$ cat config.mk
export PLATFORM = sky130hd
export DESIGN_NAME = calc_seq
export DESIGN_NICKNAME = d
export VERILOG_FILES = /design/src/rtl/calc_seq.sv
export SDC_FILE = /design/constraint.sdc
export NUM_CORES = 1
export LEC_CHECK = 0
export CAP_MARGIN = 20
export CORE_AREA = 2 2 190 192
export CTS_BUF_LIST = sky130_fd_sc_hd__clkbuf_8
export CTS_CLUSTER_DIAMETER = 200
export DETAILED_ROUTE_END_ITERATION = 8
export DIE_AREA = 0 0 192 194
export PLACE_DENSITY_LB_ADDON = 0.3
export SLEW_MARGIN = 20
export SYNTH_ARGS = -nofsm -noshare
export SYNTH_HDL_FRONTEND = slang
export SYNTH_SLANG_ARGS = --single-unit
$ cat constraint.sdc
create_clock -name clock -period 7.3 [get_ports clock]
set_input_delay 1.095 -clock clock [delete_from_list [all_inputs] [get_ports clock]]
set_output_delay 1.095 -clock clock [all_outputs]
set_load 0.01 [all_outputs]
$ cat src/rtl/calc_seq.sv
// calc_seq: keypad command sequencer and add/sub/shift-add-multiply datapath for a decimal calculator
module calc_seq #(
  parameter int     WIDTH      = 27,
  parameter int     MAX_DIGITS = 8,
  parameter longint MAX_VALUE  = 99999999
) (
  input  logic             clock,
  input  logic             reset,
  input  logic [3:0]       cmd,
  input  logic             cmd_valid,
  output logic             cmd_ready,
  output logic [1:0]       status,
  output logic [WIDTH-1:0] value,
  output logic [3:0]       digit_cnt
);
  localparam int PW = 2 * WIDTH;
  localparam int CW = $clog2(WIDTH);
  localparam logic [1:0] OP_ADD = 2'b10, OP_SUB = 2'b11, OP_MUL = 2'b00;
  typedef enum logic [2:0] {S_A, S_OP, S_B, S_EXEC, S_SHOW, S_ERR} state_t;
  state_t state, state_n;
  logic [WIDTH-1:0] a, a_n, b, b_n, mplr, mplr_n, oprnd, app_x, d_ext;
  logic [PW-1:0] prod, prod_n, mcand, mcand_n, step, res;
  logic [1:0] op, op_n, next_op, next_op_n;
  logic [CW-1:0] cnt, cnt_n;
  logic [3:0] dcnt_n, app_c;
  logic chain, chain_n, take, is_dig, is_op, is_eq, done, err;
  assign cmd_ready = state != S_EXEC;
  assign status = state == S_EXEC ? 2'b01 : state == S_ERR ? 2'b10 : state == S_SHOW ? 2'b11 : 2'b00;
  assign value = state == S_ERR ? '0 : (state == S_B || state == S_EXEC) ? b : a;
  assign take = cmd_valid && cmd_ready;
  assign is_dig = cmd <= 4'd9;
  assign is_op = cmd inside {4'hA, 4'hB, 4'hC};
  assign is_eq = cmd == 4'hE;
  assign d_ext = WIDTH'(cmd);
  assign oprnd = state == S_B ? b : a;
  // digits beyond MAX_DIGITS are swallowed; leading zeros leave the count at 0
  assign app_x = digit_cnt < 4'(MAX_DIGITS) ? (oprnd << 3) + (oprnd << 1) + d_ext : oprnd;
  assign app_c = digit_cnt >= 4'(MAX_DIGITS) ? digit_cnt : app_x != '0 ? digit_cnt + 4'd1 : 4'd0;
  assign step = prod + (mplr[0] ? mcand : '0);
  assign res = op == OP_ADD ? PW'(a) + PW'(b) : op == OP_SUB ? PW'(a) - PW'(b) : step;
  assign err = (op == OP_SUB && a < b) || res > PW'(MAX_VALUE);
  assign done = op != OP_MUL || cnt == CW'(WIDTH - 1);
  always_comb begin
    state_n = state;
    a_n = a;
    b_n = b;
    op_n = op;
    next_op_n = next_op;
    chain_n = chain;
    dcnt_n = digit_cnt;
    prod_n = prod;
    mcand_n = mcand;
    mplr_n = mplr;
    cnt_n = cnt;
    if (state == S_EXEC) begin
      prod_n = step;
      mcand_n = mcand << 1;
      mplr_n = mplr >> 1;
      cnt_n = cnt + CW'(1);
      if (done && err) state_n = S_ERR;
      else if (done) begin
        a_n = res[WIDTH-1:0];
        b_n = '0;
        dcnt_n = '0;
        state_n = chain ? S_OP : S_SHOW;
        op_n = chain ? next_op : op;
      end
    end else if (take) begin
      case (state)
        S_A: begin
          if (is_dig) begin
            a_n = app_x;
            dcnt_n = app_c;
          end else if (is_op) begin
            op_n = cmd[1:0];
            state_n = S_OP;
          end else if (is_eq) state_n = S_SHOW;
        end
        S_OP: begin
          if (is_dig) begin
            b_n = d_ext;
            dcnt_n = 4'(cmd != 4'd0);
            state_n = S_B;
          end else if (is_op) op_n = cmd[1:0];
        end
        S_B: begin
          if (is_dig) begin
            b_n = app_x;
            dcnt_n = app_c;
          end else if (is_op || is_eq) begin
            state_n = S_EXEC;
            chain_n = is_op;
            next_op_n = is_op ? cmd[1:0] : next_op;
            prod_n = '0;
            mcand_n = PW'(a);
            mplr_n = b;
            cnt_n = '0;
          end
        end
        S_SHOW: begin
          if (is_dig) begin
            a_n = d_ext;
            dcnt_n = 4'(cmd != 4'd0);
            state_n = S_A;
          end else if (is_op) begin
            op_n = cmd[1:0];
            state_n = S_OP;
          end
        end
        default: ;
      endcase
    end
  end
  always_ff @(posedge clock) begin
    if (!reset || (cmd_valid && cmd == 4'hF)) begin
      state <= S_A;
      a <= '0;
      b <= '0;
      op <= OP_ADD;
      next_op <= OP_ADD;
      chain <= 1'b0;
      digit_cnt <= '0;
      prod <= '0;
      mcand <= '0;
      mplr <= '0;
      cnt <= '0;
    end else begin
      state <= state_n;
      a <= a_n;
      b <= b_n;
      op <= op_n;
      next_op <= next_op_n;
      chain <= chain_n;
      digit_cnt <= dcnt_n;
      prod <= prod_n;
      mcand <= mcand_n;
      mplr <= mplr_n;
      cnt <= cnt_n;
    end
  end
endmodule
==> results.yml, run 1 <==
run_status:
  status: "finished, final reports clean"
detailed_routing:
  drtPass1Iterations: 6
  final_antenna_net_count: 0
  avgRoutedWirePerCell_um: 21.0
  vias: 19900
  wl_um: 64200
  route.detailed.drc: 0
  drt_iter0_drc: 2207
  vias_per_cell: 6.49
cts:
  cts_tree: "yes"
  root_buffer: "clkbuf_8"
  numCtsBuffers: 39
  htreeDepth: 2
  cts_setup_buffers: 0
  clk_latency_ps: 620
  cts_hold_buf: 0
  cts_resized: 0
  clk_pin_slew_ps: 60
  clk_path_buf_depth: 3
  clock-sinks: 206
synthesis:
  yosys-top-cells-area: "dfxtp_1 22%, ha_1 10%, a21oi_1 7.7%"
  yosys.area.top_type: "dfxtp_1"
  synthesis.instances: 2644
  ys_seq_area_share_pct: 21.5
  synth_area_um2: 19200
  synth_edf_count: 0
  synthArstFlopShare_pct: 0
  ys_seq_elements: 206
  syn_avg_cell_area_um2: 7.24
  syn-num-nets: 2815
  synth_top_area_share_pct: 21.5
  ys_types: 109
  ys_warn_count: 0
  synthFlopType: "dfxtp_1"
die:
  io_pins: 41
  dieHeight_um: 194
  start_util_pct: 54.4
  core_um2: 35200
  rows: 69
  die_w_um: 192
  dieArea_um2: 37200
critical_path:
  crit_type: "flip-flop to flip-flop"
  worstPathArrival_ps: 6840
  r2r_slack_ps: 950
  crit_path_end_kind: "flip-flop"
  critPathRequiredTime_ps: 7790
  path_max_fanout: 23
  reg2reg_depth: 20
  startpoint_type: "flip-flop"
pwr:
  p_clk_share_pct: 38.9
  power_density_nw_per_um2: 148
  total_power_uw: 3030
  swShare_pct: 33.1
  pwr-share-comb_pct: 22.5
  pwr-share-seq_pct: 38.6
  peakVddDrop_mv: 0.181
  p_leak_uw: 0.00826
  internal-power_uw: 2030
  p_sw_uw: 1000
sta:
  setup_tns_ps: 0
  rsz0062_at_grt: "no"
  slew_headroom_pct: 29.6
  worst_slack_ps: 947
  slew_viol_final: 0
  fin_skew_ps: 42.1
  hold_viol_final: 0
  hold_ws_ps: 455
  fmax_mhz: 157
  period_needed_ps: 6350
  fin_crit_sh_pct: 87.0
  finalSetupViolCount: 0
  tightest_slew_ps: 1060
placement:
  post-dp-hpwl_um: 47600
  place_area_um2: 19600
  gp_congestion: 0.993
  port_buffers: 40
  preCtsSetupSlack_ps: 938
global_route:
  busiest_layer: "met2"
  grt-ovfl-total: 0
  gr-usage-met1_pct: 44.2
  antenna_found_initial: 0
  grtUsageTotal_pct: 33.8
  grt_pass1_wl_um: 101000
  grt_max_degree: 196
  grt_util_met3_pct: 5.47
  grt_pass1_vias: 18800
  use_met2_pct: 54.9
cells_and_area:
  layout_commonest_cell: "nand2_1"
  antenna_cells: 0
  final_cell_mix: "319 x nand2_1, 293 x a21oi_1, 277 x nor2_1"
  nets: 2741
  areaGrowthSynthToFinish_pct: 6.58
  drive_gt1_share_pct: 6.20
  final_area_um2: 20400
run:
  maxCapViolCount: 0
worst_hold_path:
  hp-class: "flip-flop to flip-flop"
  hold_depth: 2
-- worst max-delay path, stage by stage (launching register included) --
cell and delay, ps:
dfxtp_1 580, nor3b_2 660, buf_4 330, mux2i_1 310, inv_1 100, ha_1 310, ha_1 350, nor2b_1 180
o2111a_1 270, nor3_1 490, a31oi_1 300, a21o_1 260, a211o_1 280, or4_1 520, nor4_1 230, and4_1 220
and4b_1 350, nor2_1 110, nor4b_1 160, mux2i_1 160, nor2_1 50
-- final cells by class --
cell class                      instances  area (µm²)
Fill cell                            3365       14800
Multi-Input combinational cell       2158       13900
Sequential cell                       206        4130
Clock buffer                           48         661
Timing Repair Buffer                   67         616
Tap cell                              461         577
Inverter                               98         369
Clock inverter                         20         134
-- Yosys cell counts (21+ instances only) --
master	instances
nor2b_1	25
a21oi_1	293
ha_1	159
a31oi_1	32
a21o_1	40
xor2_1	32
nand2_1	319
o21ai_0	118
nor3_1	41
dfxtp_1	206
buf_2	21
a22oi_1	72
nor2_1	278
a211oi_1	22
nand4_1	45
o211ai_1	26
mux2i_1	73
and2_1	70
xnor2_1	51
nand3_1	79
clkbuf_1	135
inv_1	95
o21a_1	39
-- registers in the layout, indices dropped and copies added, names as in the netlist --
signal	cells
mcand	54
prod	54
a	27
b	27
mplr	27
cnt	5
digit_cnt	4
state	3
next_op	2
op	2
chain	1
-- kinds of logic after synthesis --
| kind of cell | synth area share (%) |
|---|---|
| simple gates | 24.0 |
| flops | 21.5 |
| xor+xnor | 3.80 |
| compound gates | 29.6 |
| mux | 4.25 |
| buf+inv | 5.94 |
| fa+ha+maj | 10.9 |
-- per-layer routing --
metal / vias to the layer above / routed length, µm
met5: - / 0
li1: 9454 / -
met1: 9438 / 27200
met2: 802 / 29500
met3: 160 / 4670
met4: 0 / 2840
-- stage by stage --
step	utilization, %	instances
floorplan	-	2644
detailed placement	55.7	2990
CTS	57.9	3058
global route	58.0	3058
global placement	55.7	2990
finish	58.0	3058
-- power by group through the flow --
stage	clock (µW)	combinational [µW]	sequential (µW)
2_1_floorplan	0	475	1180
3_3_place_gp	0	652	1190
3_5_place_dp	0	660	1190
4_1_cts	1200	664	1170
5_1_grt	1250	736	1170
6_report	1180	682	1170
-- path summary, 6_finish.rpt --
check	to	from
worst max-delay path	digit_cnt[3]	state[2]
worst min-delay path	mcand[53]	mcand[52]
worst max register to register	digit_cnt[3]	state[2]
worst min register to register	mcand[53]	mcand[52]
(Power assumes the default switching activity.)
==> run 2: changes to the inputs <==
CORE_AREA = 4 4 192 194   (was 2 2 190 192)
DIE_AREA = 0 0 196 198   (was 0 0 192 194)
PLACE_DENSITY = 0.71   (was default)
PLACE_DENSITY_LB_ADDON = default   (was 0.3)
SKIP_LAST_GASP = 1   (was default)
==> run 2 against run 1 <==
Effect of this change: hold slack about the same; global-route usage shrank 0.58 points; largest cell class unchanged; clock skew down 13 ps; via count grew 0.18%; routed wire length increased by 3.3%.
==> results.yml, run 2 (synthesis gave the netlist of run 1 again) <==
cts:
  htreeDepth: 2
  clk_path_buf_depth: 3
  numCtsBuffers: 39
  cts_setup_buffers: 0
  cts_tree: "yes"
  cts_resized: 0
  clk_pin_slew_ps: 70
  cts_hold_buf: 0
  clock-sinks: 206
  root_buffer: "clkbuf_8"
  clk_latency_ps: 610
placement:
  post-dp-hpwl_um: 49400
  port_buffers: 40
  gp_congestion: 0.997
detailed_routing:
  avgRoutedWirePerCell_um: 21.7
  final_antenna_net_count: 0
  vias: 19900
  drtPass1Iterations: 6
  route.detailed.drc: 0
  drt_iter0_drc: 1752
  vias_per_cell: 6.51
  wl_um: 66300
cells_and_area:
  nets: 2742
  drive_gt1_share_pct: 6.01
  seq_area_um2: 4130
  reg_top3: "mcand x54, prod x54"
  layout_commonest_cell: "nand2_1"
  fillers: 3461
  multi_input_area_um2: 13900
  antenna_cells: 0
  final_cell_mix: "319 x nand2_1, 293 x a21oi_1, 277 x nor2_1"
  areaGrowthSynthToFinish_pct: 6.47
global_route:
  busiest_layer: "met2"
  grt_pass1_wl_um: 105000
  grt_max_degree: 199
  grtUsageTotal_pct: 33.2
  gr-usage-met1_pct: 44.1
  antenna_found_initial: 1
  grt_pass1_vias: 19100
  use_met2_pct: 53.7
  grt-ovfl-total: 0
  grt_util_met3_pct: 5.53
die:
  start_util_pct: 54.4
  die_w_um: 196
  rows: 69
  dieArea_um2: 38800
  io_pins: 41
  core_um2: 35200
  dieHeight_um: 198
sta:
  setup_tns_ps: 0
  slew_viol_final: 0
  rsz0062_at_grt: "no"
  hold_viol_final: 0
  slew_headroom_pct: 30.4
  tightest_slew_ps: 1040
  finalSetupViolCount: 0
  period_needed_ps: 6300
  fin_crit_sh_pct: 86.3
  fmax_mhz: 159
  fin_skew_ps: 28.7
critical_path:
  critPathTopFamily: "simple AND/OR/NAND/NOR gates"
  startpoint_type: "flip-flop"
  path_max_fanout: 23
  worstPathArrival_ps: 6740
  crit_top_cell: "buf_4"
  critPathRequiredTime_ps: 7740
  crit_path_end_kind: "flip-flop"
  path_cells: "buf_4 -> nor3b_2 -> buf_4 -> mux2i_1 -> inv_1 -> ha_1 -> ha_1 -> nor2b_1 -> o2111a_1 -> o31ai_1 -> a211oi_1 -> a2111oi_0 -> buf_4 -> o2111ai_1 -> or4_1 -> nor4_1 -> and4_1 -> and4b_1 -> nor2_1 -> nor4b_1 -> mux2i_1 -> nor2_1"
  crit_type: "flip-flop to flip-flop"
  path_buf_inv: 4
  critPathMaxStageDelay_ps: 710
  slowest_stage: "a2111oi_0"
run_status:
  status: "finished, final reports clean"
pwr:
  total_power_uw: 3000
  peakVddDrop_mv: 0.155
  power_density_nw_per_um2: 147
  p_leak_uw: 0.00826
worst_hold_path:
  hp-class: "flip-flop to flip-flop"
run:
  maxCapViolCount: 0
==> run 2: cell types whose count changed in the layout (fill, tap and decap cells not counted) <==
| cell | change |
|---|---|
| inv_1 | +4 |
| clkinv_2 | -4 |
| inv_8 | -2 |
| buf_4 | +1 |
==> run 2: worst reg2reg max path, stage by stage, from the launching register on <==
cell	delay, ps
dfxtp_1	290
buf_4	200
nor3b_2	590
buf_4	310
mux2i_1	300
inv_1	100
ha_1	300
ha_1	350
nor2b_1	190
o2111a_1	270
o31ai_1	260
a211oi_1	100
a2111oi_0	710
buf_4	240
o2111ai_1	110
or4_1	510
nor4_1	240
and4_1	220
and4b_1	350
nor2_1	110
nor4b_1	150
mux2i_1	150
nor2_1	50
==> run 2: final timing paths <==
path,depth (start not counted),endpoint,slack (ps),start
hold / removal,2,mplr[24],450,mplr[24]
setup reg to reg,22,digit_cnt[3],1000,state[2]
setup / recovery,22,digit_cnt[3],1000,state[2]
hold reg to reg,2,mplr[24],450,mplr[24]
==> run 2: metrics by stage <==
stage / instance area, µm² / setup slack (ps) / hold WS (ps) / instances / util [%]
detailed placement: 19600 / 851 / 448 / 2991 / 55.7
floorplan: 19200 / 1850 / 437 / 2644 / -
global route: 20400 / 766 / 481 / 3057 / 57.9
CTS: 20400 / 1140 / 456 / 3057 / 57.9
global placement: 19600 / 992 / 444 / 2991 / 55.7
finish: 20400 / 1000 / 454 / 3057 / 57.9
==> run 2: final cells by class <==
| type | instances | area share (%) |
|---|---|---|
| clock inverter | 18 | 0.522 |
| inverter | 98 | 1.81 |
| clock buffer | 48 | 3.24 |
| multi-input combinational | 2158 | 68.3 |
| sequential | 206 | 20.2 |
| timing repair buffer | 68 | 3.06 |
| tap | 461 | 2.83 |
==> run 2: power breakdown <==
part / internal, µW / switching (µW) / total [µW] / leakage [µW]
sequential: 1140 / 28.9 / 1170 / 0.00166
combinational: 252 / 430 / 681 / 0.00616
clock: 626 / 526 / 1150 / 0.000439
==> run 2: routing by layer <==
layer | wire length (µm) | part of all wire (%) | vias up
li1 | - | - | 9463
met1 | 28500 | 43 | 9468
met2 | 30100 | 45 | 792
met3 | 4810 | 7.2 | 164
met4 | 2860 | 4.3 | 2
met5 | 13 | 0.020 | -
